File: config.mk
export PLATFORM = sky130hd
export DESIGN_NAME = cas_player
export DESIGN_NICKNAME = d
export VERILOG_FILES = /design/src/rtl/cas_player.sv
export SDC_FILE = /design/constraint.sdc
export NUM_CORES = 1
export LEC_CHECK = 0
export ABC_AREA = 1
export BUFFER_PORTS_ARGS = -buffer_cell sky130_fd_sc_hd__buf_2
export CAP_MARGIN = 20
export CORE_UTILIZATION = 57
export CTS_BUF_LIST = sky130_fd_sc_hd__clkbuf_4 sky130_fd_sc_hd__clkbuf_8 sky130_fd_sc_hd__clkbuf_16
export CTS_CLUSTER_SIZE = 12
export DETAILED_ROUTE_END_ITERATION = 12
export PLACE_DENSITY = 0.73
export SLEW_MARGIN = 10
export SYNTH_ARGS = -nofsm -noshare
export SYNTH_HDL_FRONTEND = slang
export SYNTH_SLANG_ARGS = --single-unit
File: constraint.sdc
create_clock -name clk21m -period 4.6 [get_ports clk21m]
set_input_delay 0 -clock clk21m [delete_from_list [all_inputs] [get_ports clk21m]]
set_output_delay 0 -clock clk21m [all_outputs]
set_load 0.02 [all_outputs]
File: src/rtl/cas_player.sv
// Cassette image player: streams a byte image from RAM as 1200/2400 Hz FSK,
// replacing 8-byte block headers with a pilot tone (and a silence gap before non-first headers).
module cas_player #(
  parameter int HALF_TICKS = 746,
  parameter int LONG_SYNC  = 16000,
  parameter int SHORT_SYNC = 4000,
  parameter int GAP_TICKS  = 3579545
) (
  input  logic        clk21m,
  input  logic        reset,
  input  logic        ce_3m58_p,
  input  logic        cas_motor,
  input  logic        img_load,
  input  logic [26:0] img_size,
  input  logic [26:0] img_base,
  output logic [26:0] ram_addr,
  output logic        ram_req,
  input  logic        ram_ack,
  input  logic [7:0]  ram_dout,
  output logic        cas_audio_in,
  output logic        playing,
  output logic        end_of_tape
);

  // IDLE wait load | FETCH read chunk | CHECK header? | GAP silence | SYNC pilot ones | SEND framed bytes | DONE end
  typedef enum logic [2:0] {IDLE, FETCH, CHECK, GAP, SYNC, SEND, DONE} state_t;

  localparam logic [21:0] C_HALF  = 22'(HALF_TICKS - 1);
  localparam logic [21:0] C_GAP   = 22'(GAP_TICKS - 1);
  localparam logic [13:0] C_LONG  = 14'(LONG_SYNC - 1);
  localparam logic [13:0] C_SHORT = 14'(SHORT_SYNC - 1);
  localparam logic [63:0] C_HDR   = 64'h747D_13CC_BADE_A61F;

  state_t      r_state, w_next;
  logic [26:0] r_offset, r_size, r_addr;
  logic [7:0]  r_buf [8];
  logic [3:0]  r_idx, r_cnt, r_bitpos;
  logic [2:0]  r_byte;
  logic        r_req;
  logic [21:0] r_tick;
  logic [1:0]  r_slot;
  logic [13:0] r_bits;

  logic        w_adv, w_at_end, w_fetch_done, w_hdr, w_half_end, w_bit_end, w_last_byte;
  logic        w_bit, w_level;
  logic [26:0] w_remain;
  logic [3:0]  w_fetch_len;
  logic [7:0]  w_cur_byte;

  assign w_adv        = ce_3m58_p & cas_motor;
  assign w_remain     = r_size - r_offset;
  assign w_fetch_len  = (w_remain >= 27'd8) ? 4'd8 : w_remain[3:0];
  assign w_at_end     = r_offset >= r_size;
  assign w_fetch_done = !r_req && (r_idx == w_fetch_len);
  assign w_hdr        = (r_cnt == 4'd8) &&
                        ({r_buf[7], r_buf[6], r_buf[5], r_buf[4],
                          r_buf[3], r_buf[2], r_buf[1], r_buf[0]} == C_HDR);
  assign w_half_end   = w_adv && (r_tick == 22'd0);
  assign w_bit_end    = w_half_end && (r_slot == 2'd3);
  assign w_last_byte  = ({1'b0, r_byte} == (r_cnt - 4'd1));
  assign w_cur_byte   = r_buf[r_byte];

  always_comb begin
    w_bit = 1'b1;
    if (r_state == SEND) begin
      if (r_bitpos == 4'd0)
        w_bit = 1'b0;
      else if (r_bitpos <= 4'd8)
        w_bit = w_cur_byte[3'(r_bitpos - 4'd1)];
    end
  end

  // '1' toggles every half-slot (2400 Hz), '0' every two half-slots (1200 Hz)
  assign w_level      = w_bit ? ~r_slot[0] : ~r_slot[1];
  assign cas_audio_in = cas_motor && ((r_state == SYNC) || (r_state == SEND)) && w_level;
  assign playing      = cas_motor && ((r_state == GAP) || (r_state == SYNC) || (r_state == SEND));
  assign end_of_tape  = (r_state == DONE);
  assign ram_req      = r_req;
  assign ram_addr     = r_addr;

  always_ff @(posedge clk21m) begin
    if (reset)
      r_state <= IDLE;
    else
      r_state <= w_next;
  end

  always_comb begin
    w_next = r_state;
    case (r_state)
      FETCH: if (w_at_end) w_next = DONE;
             else if (w_fetch_done) w_next = CHECK;
      CHECK: if (w_hdr) w_next = (r_offset == 27'd0) ? SYNC : GAP;
             else w_next = SEND;
      GAP:   if (w_half_end) w_next = SYNC;
      SYNC:  if (w_bit_end && (r_bits == 14'd0)) w_next = FETCH;
      SEND:  if (w_bit_end && (r_bitpos == 4'd10) && w_last_byte)
               w_next = w_at_end ? DONE : FETCH;
      default: ;
    endcase
    if (img_load)
      w_next = (img_size != 27'd0) ? FETCH : DONE;
  end

  always_ff @(posedge clk21m) begin
    if (reset) begin
      r_offset <= '0;
      r_size   <= '0;
      r_addr   <= '0;
      r_req    <= 1'b0;
      r_idx    <= '0;
      r_cnt    <= '0;
      r_tick   <= '0;
      r_slot   <= '0;
      r_bits   <= '0;
      r_bitpos <= '0;
      r_byte   <= '0;
      for (int i = 0; i < 8; i++) r_buf[i] <= '0;
    end else if (img_load) begin
      r_offset <= '0;
      r_size   <= img_size;
      r_req    <= 1'b0;
      r_idx    <= '0;
      r_cnt    <= '0;
      r_tick   <= '0;
      r_slot   <= '0;
      r_bits   <= '0;
      r_bitpos <= '0;
      r_byte   <= '0;
    end else begin
      case (r_state)
        FETCH: begin
          if (r_req) begin
            if (ram_ack) begin
              r_buf[r_idx[2:0]] <= ram_dout;
              r_idx             <= r_idx + 4'd1;
              r_req             <= 1'b0;
            end
          end else if (!w_at_end) begin
            if (r_idx != w_fetch_len) begin
              r_req  <= 1'b1;
              r_addr <= img_base + r_offset + 27'(r_idx);
            end else begin
              r_cnt <= w_fetch_len;
              r_idx <= '0;
            end
          end
        end
        CHECK: begin
          r_slot <= '0;
          if (w_hdr) begin
            r_offset <= r_offset + 27'd8;
            r_bits   <= (r_offset == 27'd0) ? C_LONG : C_SHORT;
            r_tick   <= (r_offset == 27'd0) ? C_HALF : C_GAP;
          end else begin
            r_offset <= r_offset + 27'(r_cnt);
            r_byte   <= '0;
            r_bitpos <= '0;
            r_tick   <= C_HALF;
          end
        end
        GAP: if (w_adv) r_tick <= (r_tick == 22'd0) ? C_HALF : r_tick - 22'd1;
        SYNC, SEND: begin
          if (w_adv) begin
            if (r_tick != 22'd0) begin
              r_tick <= r_tick - 22'd1;
            end else begin
              r_tick <= C_HALF;
              r_slot <= r_slot + 2'd1;
              if (r_slot == 2'd3) begin
                if (r_state == SYNC) begin
                  if (r_bits != 14'd0) r_bits <= r_bits - 14'd1;
                end else if (r_bitpos == 4'd10) begin
                  r_bitpos <= '0;
                  r_byte   <= r_byte + 3'd1;
                end else begin
                  r_bitpos <= r_bitpos + 4'd1;
                end
              end
            end
          end
        end
        default: ;
      endcase
    end
  end

endmodule

# Word level (Yosys, flattened, before mapping)
# Memories as Yosys holds them, arrays and structs flattened. A register that Yosys moved wholly into a read port is not among the register bits.
# Cells that the tools add are included.
dict set report word_totals {
  mem_bits_rw 64
  reg_bits 138
  output_inout_bits 31
  in_bits 68
  mem_bits_ro 0
  memories 1
  latchBits 0
  wordCells 175
}
dict set report op_classes {
  n_shift 0
  order_cmp 4
  n_eq_ne 30
  add_sub_neg 13
  n_mux 72
  n_mul 0
  n_reduce_logical 36
  div 0
  bitwise 7
}
# memory depth width read_ports rd_clocked_by_memory_dff wr line
set mem_list {}
lappend mem_list {r_buf 8 8 9 1 8 36} ;# logic [7:0] r_buf [8];
# op n
set ops {}
lappend ops {{$mux 22} 6}
lappend ops {{$mux 14} 7}
lappend ops {{$pmux 22 s3} 1}
lappend ops {{$eq 64x63->1 const B} 1}
lappend ops {{$mux 3} 19}
lappend ops {{$add 27x4->27} 2}
lappend ops {{$mux 4} 11}
lappend ops {{$pmux 14 s2} 1}
lappend ops {{$add 27x27->27} 1}
lappend ops {{$add 27x4->27 const B} 1}
lappend ops {{$ge 27x27->1} 1}
lappend ops {{$ge 27x4->1 const B} 1}
lappend ops {{$logic_not 27->1} 1}
lappend ops {{$mux 27} 1}
lappend ops {{$reduce_bool 27->1} 1}
lappend ops {{$sub 27x27->27} 1}
lappend ops {{$ne 2x2->1 const B} 13}
lappend ops {{$logic_not 22->1} 1}
lappend ops {{$reduce_bool 22->1} 1}
lappend ops {{$sub 22x1->22 const B} 1}
lappend ops {{$mux 1} 18}
lappend ops {{$pmux 3 s5} 1}
lappend ops {{$logic_not 14->1} 1}
lappend ops {{$reduce_and 7->1} 2}
lappend ops {{41 further kinds} 68}

# Depth between registers and ports, before layout
dict set report depth {
  depth_word 9
  ltp_mapped 28
  mapped_depth_nobuf 27
}

# Least setup slack after synthesis
# No wires, ideal clock.
dict set report synth_timing {
  path_type {reg2reg}
  from {register r_idx[0]}
  to {register r_addr[23], in the netlist ram_addr[23]}
  setup_ns 0.119
  stages_incl_launch_ff 17
  slack_ns 1.341
  period_less_slack_ns 3.259
  path_buffers 0
  arrival_time_ns 3.140
  cell_sequence {dfxtp_1 -> inv_1 -> fa_1 -> inv_1 -> ha_1 -> inv_1 -> fa_1 -> o21ai_0 -> a31oi_1 -> o21ai_0 -> a21oi_1 -> o21ai_0 -> a31oi_1 -> o21ai_0 -> nor2_1 -> nor2_1 -> a21oi_1}
}
dict set report synth_between {
  elab_chain_cells 2
  word_cells_on_any_way 3
}
# element line
set synth_lines {}
lappend synth_lines {{start: declaration} 37} ;# logic [3:0] r_idx, r_cnt, r_bitpos;
lappend synth_lines {{start signal: assignment} 136} ;# r_idx <= r_idx + 4'd1;
lappend synth_lines {{branches (longest 2 deep; another with $add 27x4->27)} -}
lappend synth_lines {{end signal: assignment} 142} ;# r_addr <= img_base + r_offset + 27'(r_idx);
lappend synth_lines {{end: declaration} 35} ;# logic [26:0] r_offset, r_size, r_addr;
# Parallel ways; which one is timed is not known.
# A chain may end at the register's enable or synchronous reset.

# Worst setup path after layout
dict set report layout_timing {
  from {register r_offset[19]}
  to {register r_addr[26], in the netlist ram_addr[26]}
}
dict set report layout_between {
  elab_chain_cells 5
  word_cells_on_any_way 9
}
# element line
set layout_lines {}
lappend layout_lines {{start: declaration} 35}
lappend layout_lines {{start signal: assignment} 152} ;# r_offset <= r_offset + 27'd8;
lappend layout_lines {{start signal: assignment} 156} ;# r_offset <= r_offset + 27'(r_cnt);
lappend layout_lines {{$sub 27x27->27} 51} ;# assign w_remain = r_size - r_offset;
lappend layout_lines {{$ge 27x4->1} 52} ;# assign w_fetch_len = (w_remain >= 27'd8) ? 4'd8 : w_remain[3:0];
lappend layout_lines {{$mux 4} 52}
lappend layout_lines {{$ne 4x4->1} 140} ;# if (r_idx != w_fetch_len) begin
lappend layout_lines {{$reduce_and 5->1 (no line)} -}
# Parallel ways exist; a longest one is shown, timed or not.

==> metrics.md <==
| Metric | Value |
|---|---|
| Number of port buffers | `between 90 and 100` |
| GR Util met2 | `48.01%` |
| Die Height | `158.9 um` |
| P_int | `3.835 mW` |
| Fin crit share | `83.74%` |
| H-tree lvl count | `1` |
| Initial antenna violation count | `0` |
| # clock sinks | `205` |
| RSZ-0062 raised after global routing | `no` |
| # IOs | `between 90 and 100` |
| Part of the power in combinational logic | `between 30% and 40%` |
| First-pass GRT wire length | `64260 um` |
| Setup TNS | `0 ns` |
| Layout Cells excl Fill | `2506` |
| Area leader, netlist | `dfxtp_1` |
| Max-slew violations | `0` |
| FMAX | `259.6 MHz` |
| Warnings, synthesis | `0` |
| Critical Path Sink Type | `flop` |
| Status | `finished, final reports clean` |
| Fin Hold WS | `0.03321 ns` |
| Fill cell total of the finished layout | `approximately 2200` |
| Post-Synth Simple-Gate Area | `between 30% and 40%` |
| Share of cells above drive strength 1 | `8.937%` |
| Pleak | `around 7.5 nW` |
| Mapped Nets | `2197` |
| Initial Util | `57.86%` |
| Number of global-route vias before repair | `12930` |
| Worst Skew | `0.02276 ns` |
| GR Layer Usage met3 | `5.329%` |
| Synth area leaders | `dfxtp_1 (20%), edfxtp_1 (14%), nand2_1 (10%)` |
| Routed wire length | `39720 um` |
| Clock latency on the worst-skew pair | `0.54 ns` |
| Min-delay src | `ram_dout[1]` |
| R2R Setup Slk | `approximately 0.75 ns` |
| Sequential share of power | `34.9%` |
| Most frequent cells in the layout | `nand2_1 (385), nor2_1 (327), inv_1 (282), o21ai_0 (153), dfxtp_1 (141)` |
| Setup ws final | `0.7480 ns` |
| Worst r2r src | `r_offset[19]` |
| Main synth FF type | `dfxtp_1` |
| Num CTS Buffers | `24` |
| WHS Endpoint | `r_buf[0][1]` |
| XOR/XNOR Fraction of Synth Area | `~4.2%` |
| Remaining antenna violation count | `0` |
| Final setup vio count | `0` |
| DR vias | `roughly 14000` |
| Hold depth | `3` |
| Seq cells post-synth | `205` |
| Row count | `57` |
| Mapped Cells | `2032` |
| Mean Syn Cell Area | `6.904 um2` |
| Proportion of synthesized flip-flops having asynchronous set or reset | `0%` |
| Share of the synthesized area in the top cell type | `20.12%` |
| HP Class | `input pin to flop` |
| M1 GR Usage | `between 40% and 50%` |
| GRT Util Overall | `31.20%` |
| Slew HR | `39.12%` |
| Most common cell after layout, fill and taps aside | `nand2_1` |
| Synth unique cells | `53` |
| Post-CTS Setup Inserts | `0` |
| Wirelength per Cell | `15.85 um` |
| Final Hold Vio Count | `0` |
| Mapped cell area | `14030 um2` |
| Startpoint Class | `flop` |
| Diode count | `0` |
| Worst slew pin tran | `0.9132 ns` |
| Synth-to-layout area growth | `13.85%` |
| Die area | `~25000 um2` |
| Post-synthesis mux area share | `0%` |
| Root cell of the clock tree | `clkbuf_16` |
| Reg clk slew, reported paths | `around 0.06 ns` |
| Final layout net count | `2329` |
| Cell count of the worst reg-to-reg path | `23` |
| Largest family of logic cells by synthesized area | `simple AND/OR/NAND/NOR gates` |
| Psw | `~2.3 mW` |
| # placed instances | `2424` |
| WS Path Type | `flop to flop` |
| Max Cap Viol | `0` |
| Pre-CTS setup slack | `0.8031 ns` |
| Worst Path Max Fanout | `38` |
| Drt via density | `5.582` |
| Power Dens Cells | `386.7 nW/um2` |
| Die Wd | `158.9 um` |
| Peak supply drop | `0.3143 mV` |
| Largest net degree at the start of global routing | `44` |
| Longest Clk Path Bufs | `3` |
| Post-synth EDFFs | `64` |
| Core area | `~24000 um2` |
| Detailed Place HPWL | `30220 um` |
| Worst EP arrival | `4.25 ns` |
| Synth Area in Compound Gates | `a little over an eighth` |
| DRC | `0` |
| Part of the power in the clock network | `30.3%` |
| Post-synthesis sequential area ratio | `between 30% and 40%` |
| Grt total ovfl | `0` |
| Post-route minimum period | `3.852 ns` |
| Hold_buf cts | `37` |
| End of the worst register-to-register path | `ram_addr[26]` |
| # resized after CTS | `0` |
| Critical path required time | `about 5.0 ns` |
| Top Usage Layer GRT | `met2` |
| DR iter-0 viols | `roughly 1200` |
| Gpl congestion | `0.9383` |
| Drt pass-1 iters | `6` |
| Adder-Cell Fraction of Synth Area | `9.025%` |
| CTS tree | `done` |
| Sw Ratio | `37.91%` |
==> cell usage after synthesis (all sizes together) (2+ instances only) <==
master / instances
nor4: 36
buf: 8
nand3: 91
a21o: 3
or2: 7
o221ai: 6
xnor2: 30
a211oi: 8
clkinv: 2
nor2: 338
nand2: 395
nor3b: 4
nor3: 51
nand4: 53
a21oi: 117
o21ai: 153
a311oi: 2
clkbuf: 27
inv: 297
o22ai: 4
fa: 7
nand3b: 3
o21bai: 2
edfxtp: 64
dfxtp: 141
a31oi: 22
o211ai: 11
ha: 90
and2: 4
o21a: 7
xor2: 38
and3: 2
==> logic make-up (layout without fill, tap and decap cells) <==
group / count (synthesis) / count (layout)
compound gates: 341 / 341
xor+xnor: 68 / 68
fa+ha+maj: 97 / 97
buf+inv: 334 / 484
flops: 205 / 205
simple gates: 987 / 987
==> worst max-delay path: stages (launching register included) <==
cell and delay [ns]:
dfxtp_1 0.44, inv_1 0.14, ha_1 0.43, nand2_1 0.13, nor2_1 0.22, nand2_1 0.14, nor3_2 0.11, nand2_1 0.12
nand3_1 0.14, nand2_1 0.06, nand2_1 0.07, nand2_1 0.07, nor2_1 0.11, nand2_1 0.09, nor2_4 0.14, nand3_1 0.11
nand2_1 0.09, nand2_1 0.06, nor2_2 0.13, nand2_2 0.10, nand2_4 0.19, inv_2 0.26, o21ai_0 0.28, a21oi_1 0.07
==> area by class of cell <==
cell class / instances / area, um2 / share of cell area [%]
inverter: 299 / 1122 / 7.027
timing repair buffer: 141 / 913.4 / 5.718
clock inverter: 8 / 62.56 / 0.3917
clock buffer: 36 / 715.7 / 4.481
sequential: 205 / 4745 / 29.70
tap: 324 / 405.4 / 2.538
multi-input combinational: 1493 / 8009 / 50.14
==> registers in the layout (all words and copies together) (netlist names), 4 cells and up, named ones only <==
register	cells
r_bits	14
r_tick	22
r_cnt	4
r_offset	27
r_idx	4
r_buf	64
r_bitpos	4
r_size	27
ram_addr	27
==> worst max-delay path by stage <==
stage / start / endpoint / slack, ns
after global routing: r_offset[15] / ram_addr[26] / 0.26
after detailed placement: r_idx[0] / ram_addr[23] / 0.80
final: r_offset[19] / ram_addr[26] / 0.75
after CTS: r_idx[0] / ram_addr[23] / 0.80
after global placement: r_size[0] / ram_addr[26] / 0.93
after floorplan: r_idx[0] / ram_addr[23] / 1.34
==> metal layers <==
layer | part of all wire (%) | up-vias | wire length [um]
met5 | 0 | - | 0
met3 | 8.0 | 83 | 3185
met2 | 42 | 484 | 16880
met4 | 3.0 | 0 | 1210
met1 | 46 | 6403 | 18450
li1 | - | 7018 | -
==> through the flow <==
step	instance area (um2)	power, mW	utilization, %
2_1_floorplan	14030	3.763	-
5_1_grt	15970	6.571	65.87
6_report	15970	6.177	65.87
4_1_cts	15960	6.165	65.81
3_5_place_dp	14810	4.272	61.07
3_3_place_gp	14810	4.238	61.07
==> power by group through the flow <==
stage,logic (mW),registers [mW],clock network [mW]
floorplan,1.57,2.20,0
global placement,2.06,2.18,0
detailed placement,2.09,2.19,0
CTS,2.12,2.15,1.89
global route,2.43,2.17,1.96
finish,2.15,2.15,1.87
Power figures use the tool's default switching activity.
